===== src/rtl/serial_subtractor.sv =====
// Digit-serial unsigned subtractor: Diff = A - B - Bin over WIDTH/DIGIT cycles,
// with valid/ready handshakes on both sides and a registered borrow chain.
module serial_subtractor #(
  parameter int WIDTH = 8,
  parameter int DIGIT = 1
) (
  input  logic             clk,
  input  logic             rst,
  input  logic             in_valid,
  output logic             in_ready,
  input  logic [WIDTH-1:0] A,
  input  logic [WIDTH-1:0] B,
  input  logic             Bin,
  output logic             out_valid,
  input  logic             out_ready,
  output logic [WIDTH-1:0] Diff,
  output logic             Borrow,
  output logic             Zero
);

  localparam int CYCLES = WIDTH / DIGIT;
  localparam int CNT_W  = (CYCLES > 1) ? $clog2(CYCLES) : 1;

  typedef enum logic [1:0] {S_IDLE, S_RUN, S_DONE} state_t;

  state_t             state_q, state_d;
  logic [WIDTH-1:0]   a_q, a_d, b_q, b_d, dw_q, dw_d, diff_q, diff_d;
  logic               br_q, br_d, borrow_q, borrow_d, zero_q, zero_d;
  logic [CNT_W-1:0]   cnt_q, cnt_d;
  logic [DIGIT:0]     slice, br_ext;
  logic [WIDTH-1:0]   dw_shift;

  always_comb begin
    // The DIGIT+1-bit slice result carries the borrow-out in its top bit.
    br_ext   = {{DIGIT{1'b0}}, br_q};
    slice    = {1'b0, a_q[DIGIT-1:0]} - {1'b0, b_q[DIGIT-1:0]} - br_ext;
    dw_shift = (dw_q >> DIGIT) | (WIDTH'(slice[DIGIT-1:0]) << (WIDTH - DIGIT));

    state_d  = state_q;
    a_d      = a_q;
    b_d      = b_q;
    dw_d     = dw_q;
    br_d     = br_q;
    cnt_d    = cnt_q;
    diff_d   = diff_q;
    borrow_d = borrow_q;
    zero_d   = zero_q;

    case (state_q)
      S_IDLE: begin
        if (in_valid) begin
          a_d     = A;
          b_d     = B;
          br_d    = Bin;
          cnt_d   = '0;
          state_d = S_RUN;
        end
      end
      S_RUN: begin
        a_d   = a_q >> DIGIT;
        b_d   = b_q >> DIGIT;
        dw_d  = dw_shift;
        br_d  = slice[DIGIT];
        cnt_d = cnt_q + CNT_W'(1);
        if (cnt_q == CNT_W'(CYCLES - 1)) begin
          diff_d   = dw_shift;
          borrow_d = slice[DIGIT];
          zero_d   = (dw_shift == '0);
          state_d  = S_DONE;
        end
      end
      S_DONE: begin
        if (out_ready) state_d = S_IDLE;
      end
      default: state_d = S_IDLE;
    endcase
  end

  always_ff @(posedge clk) begin
    if (rst) begin
      state_q  <= S_IDLE;
      a_q      <= '0;
      b_q      <= '0;
      dw_q     <= '0;
      br_q     <= 1'b0;
      cnt_q    <= '0;
      diff_q   <= '0;
      borrow_q <= 1'b0;
      zero_q   <= 1'b0;
    end else begin
      state_q  <= state_d;
      a_q      <= a_d;
      b_q      <= b_d;
      dw_q     <= dw_d;
      br_q     <= br_d;
      cnt_q    <= cnt_d;
      diff_q   <= diff_d;
      borrow_q <= borrow_d;
      zero_q   <= zero_d;
    end
  end

  assign in_ready  = (state_q == S_IDLE);
  assign out_valid = (state_q == S_DONE);
  assign Diff      = diff_q;
  assign Borrow    = borrow_q;
  assign Zero      = zero_q;

endmodule


===== config.mk =====
export PLATFORM = sky130hd
export DESIGN_NAME = serial_subtractor
export DESIGN_NICKNAME = d
export VERILOG_FILES = /design/src/rtl/serial_subtractor.sv
export SDC_FILE = /design/constraint.sdc
export NUM_CORES = 1
export LEC_CHECK = 0
export ABC_AREA = 1
export CORE_ASPECT_RATIO = 1.75
export CORE_MARGIN = 3
export CORE_UTILIZATION = 53
export DETAILED_ROUTE_END_ITERATION = 10
export GPL_ROUTABILITY_DRIVEN = 0
export PLACE_DENSITY = 0.81
export RECOVER_POWER = 100
export SETUP_SLACK_MARGIN = 0.15
export SLEW_MARGIN = 20
export SYNTH_ARGS = -nofsm -noshare
export SYNTH_HDL_FRONTEND = slang
export SYNTH_SLANG_ARGS = --single-unit

===== constraint.sdc =====
create_clock -name clk -period 3.5 [get_ports clk]
set_input_delay 0.7 -clock clk [delete_from_list [all_inputs] [get_ports clk]]
set_output_delay 0.7 -clock clk [all_outputs]
set_load 0.01 [all_outputs]

# Yosys cells after proc, flatten, opt, wreduce, memory -nomap -nowiden
# Index checks and enable logic that the tools add are counted.
# totals
output_inout_bits	12
reg_bits	40
word_cells	37
input_bits	21
# classes
bitwise_logic	1
n_addsub	3
n_eq_ne	6
n_reduce_logical	6
n_mux	12
# op_table
cell	count
$pmux 8 s2	2
$mux 8	2
$logic_not 8->1	1
$or 7x8->8	1
$mux 2	3
$pmux 2 s3	1
$pmux 3 s2	1
$ne 2x2->1 const B	2
$reduce_and 2->1	2
$add 3x1->3 const B	1
$eq 3x3->1 const B	1
$mux 3	1
$reduce_and 3->1	1
$eq 2x1->1 const B	1
$eq 2x2->1 const B	1
$logic_not 2->1	1
$ne 2x1->1 const B	1
$pmux 1 s2	1
$reduce_bool 2->1	1
$sub 1x1->2	1
$sub 2x1->2	1
$mux 1	1

# Depth between registers and ports, before layout
# depth
word_depth	4
ltp_mapped	7
mapped_depth_nobuf	6

# Worst setup path after synthesis
# Ideal clock, no wire load.
# synth_path
path_type	input to register
startpoint	input port rst
endpoint	register a_q[0]
required_ps	3430
arrival_ps	1384
setup_ps	70
path_stages	5
path_buffers	2
setup_slack_ps	2046
path_cell_list	clkbuf_1 -> inv_1 -> clkbuf_1 -> o21ai_0 -> a21oi_1
# synth_rtl
element	line_no	source
start: declaration	8	input logic rst,
end signal: assignment	82	a_q <= '0;
end signal: assignment	92	a_q <= a_d;
end: declaration	27	logic [WIDTH-1:0] a_q, a_d, b_q, b_d, dw_q, dw_d, diff_q, diff_d;

==> run_results.csv <==
group,metric,value,unit
logic_synthesis,synth_cells,186,
flow_run,cap_viol_max_count,0,
global_route,antenna_found_initial,0,
global_route,grt_first_pass_wirelength,5.59,mm
die,die_area,3580,sq um
worst_hold_path,min_path_type,"flop to flop",
sta,hold_viol_final,0,
route,wire_per_inst,13.4,um
sta,rsz0062_at_grt,"no",
clocking,cts_max_level,2,
logic_synthesis,yosys_warnings,0,
logic_synthesis,syn-mean-instance-area,8.19,sq um
logic_synthesis,synth.distinct_cells,20,
clocking,clk_path_buf_depth,2,
sta,setup_tns,0,ns
route,postRouteWirelength,3.22,mm
clocking,numCtsBuffers,5,
worst_hold_path,min_from,"Diff[2]",
pwr,irDropWorstVdd,0.426,mV
global_route,grt_usage,21.0,%
clocking,clk_pin_slew_worst_paths,0.07,ns
logic_synthesis,synth.area.top_cells,"dfxtp_1, a21oi_1, o22ai_1",
setup_path,crit_type,"input pin to flop",
pwr,p_total,0.921,mW
logic_synthesis,ys_seq_area_share,51.2,%
setup_path,crit_fanout,23,
setup_path,crit_path_end_kind,"flop",
sta,setup_viol,0,
clocking,ctsResizeCount,0,
logic_synthesis,synth-seq-cells,39,
cells_and_area,n_antenna_cell,0,
sta,slew_violations,0,
route,drc,0,
placement,io_buffers,32,
cells_and_area,n_fill_cell,229,
setup_path,worstSetupStartpoint,"rst",
clocking,cts_tree,"done",
logic_synthesis,netlist_area,1520,sq um
route,drtIter0Drc,43,
logic_synthesis,syn_nets,210,
sta,fin_crit,2.38,ns
die,initial_core_util,56.0,%
pwr,pwr-share-clk,35.3,%
global_route,grt_overflow_total,0,
route,vias_per_cell,5.71,
pwr,swShare,23.9,%
pwr,combPwrFrac,11.6,%
die,fp.dieH,76.9,um
cells_and_area,instances_no_fill,241,
pwr,p_leak,0.751,nW
die,rows,25,
clocking,hold_buffers,0,
sta,fin_crit_sh,68.1,%
setup_path,arrival,2.53,ns
setup_path,start_kind,"input pin",
die,coreArea,2720,sq um
pwr,p_int,0.701,mW
route,ant_nets,0,
cells_and_area,final_layout_size_suffix_gt1_share,5.61,%
pwr,p_sw,0.220,mW
sta,fin_ws,1.12,ns
clocking,cts-root-buf,"clkbuf_8",
die,io_pins,33,
placement,pre_cts_ws,1.37,ns
cells_and_area,final_nets,237,
clocking,cts.sink_count,39,
global_route,grt_max_degree,34,
sta,tightest_slew,0.798,ns
clocking,post_cts_buffers,0,
placement,post-place-cells,233,
sta,whs,0.461,ns
setup_path,r2r-start,"cnt_q[0]",
route,vias,1377,
sta,finalClockSkew,0.00541,ns
sta,timing.fmax,420,MHz
cells_and_area,layout_commonest_cell,"dfxtp_1",
cells_and_area,final_cell_mix,"dfxtp_1, a21oi_1, o21ai_0",
pwr,p_seq_share,53.1,%
logic_synthesis,yosys.area.top_type,"dfxtp_1",
global_route,grt_pass1_vias,1320,
clocking,clk_latency,0.29,ns
setup_path,critPathRequiredTime,3.65,ns
sta,max_slew_margin,46.6,%
cells_and_area,syn2layout_area_growth,25.5,%
pwr,power.density,481,nW/um^2
outcome,outcome,"complete, no violations",
route,drtPass1Iterations,4,
logic_synthesis,netlist.area_leader.share,51.2,%
placement,detailed_place_hpwl,2.30,mm
die,fp.dieW,46.5,um
[final timing paths]
| check | end | slack [ns] | cells past startpoint |
|---|---|---|---|
| worst max-delay path | b_q[2] | 1.12 | 5 |
| worst min register to register | Diff[2] | 0.46 | 2 |
| worst max register to register | Diff[7] | 1.62 | 5 |
| worst min-delay path | Diff[2] | 0.46 | 2 |
[power by group through the flow]
stage / Clock (mW) / Combinational [mW] / Sequential [mW]
detailed placement: 0 / 0.109 / 0.499
global route: 0.354 / 0.122 / 0.492
floorplan: 0 / 0.0744 / 0.494
CTS: 0.332 / 0.110 / 0.489
finish: 0.325 / 0.107 / 0.489
global placement: 0 / 0.105 / 0.498
[state kept, by name, indices dropped and copies added, names as in the netlist]
name / cells
state_q: 2
b_q: 8
cnt_q: 3
br_q: 1
dw_q: 7
Diff: 8
Borrow: 1
a_q: 8
Zero: 1
[Yosys cell counts]
cell / count
a21oi_1: 31
inv_1: 5
buf_4: 3
clkbuf_1: 4
fa_1: 1
o21ai_0: 18
nor2_4: 1
buf_2: 5
nor2_1: 19
dfxtp_1: 39
o22ai_1: 15
nand2_2: 2
o21ai_1: 5
a211oi_1: 2
ha_1: 2
inv_2: 2
nand3_1: 10
nand2_1: 20
buf_1: 1
or2_2: 1
[cell families after synthesis]
kind of cell | Yosys count | synth area share, %
AO/OA/AOI/OAI | 71 | 24.9
AND/OR/NAND/NOR | 53 | 14.9
flip-flops | 39 | 51.2
buffers and inverters | 20 | 6.07
adder cells (fa/ha/maj) | 3 | 2.96
[layout make-up]
| cell class | count | area (sq um) | share of cell area, % |
|---|---|---|---|
| inverters | 7 | 26.3 | 1.37 |
| clock buffers | 8 | 100 | 5.23 |
| repair buffers | 33 | 324 | 16.9 |
| multi-input cells | 127 | 648 | 33.9 |
| flip-flops and latches | 39 | 781 | 40.8 |
| well taps | 27 | 33.8 | 1.77 |
[worst max-delay path, stage by stage]
cell	delay [ns]
dlygate4sd3_1	0.52
clkbuf_1	0.57
inv_1	0.47
o21ai_0	0.21
a21oi_1	0.06
[per-layer routing]
| layer | GRT usage, % | part of all wire (%) |
|---|---|---|
| met1 | 22.0 | 37 |
| met4 | 10.3 | 2.2 |
| met2 | 35.9 | 55 |
| met3 | 5.63 | 5.6 |
| met5 | 0 | 0 |
[through the flow]
step	utilization [%]	cell area (sq um)
after global placement	66.9	1820
final	70.3	1910
after CTS	70.5	1920
after detailed placement	66.9	1820
after floorplan	-	1520
after global routing	70.3	1910
Power figures use the tool's default switching activity.
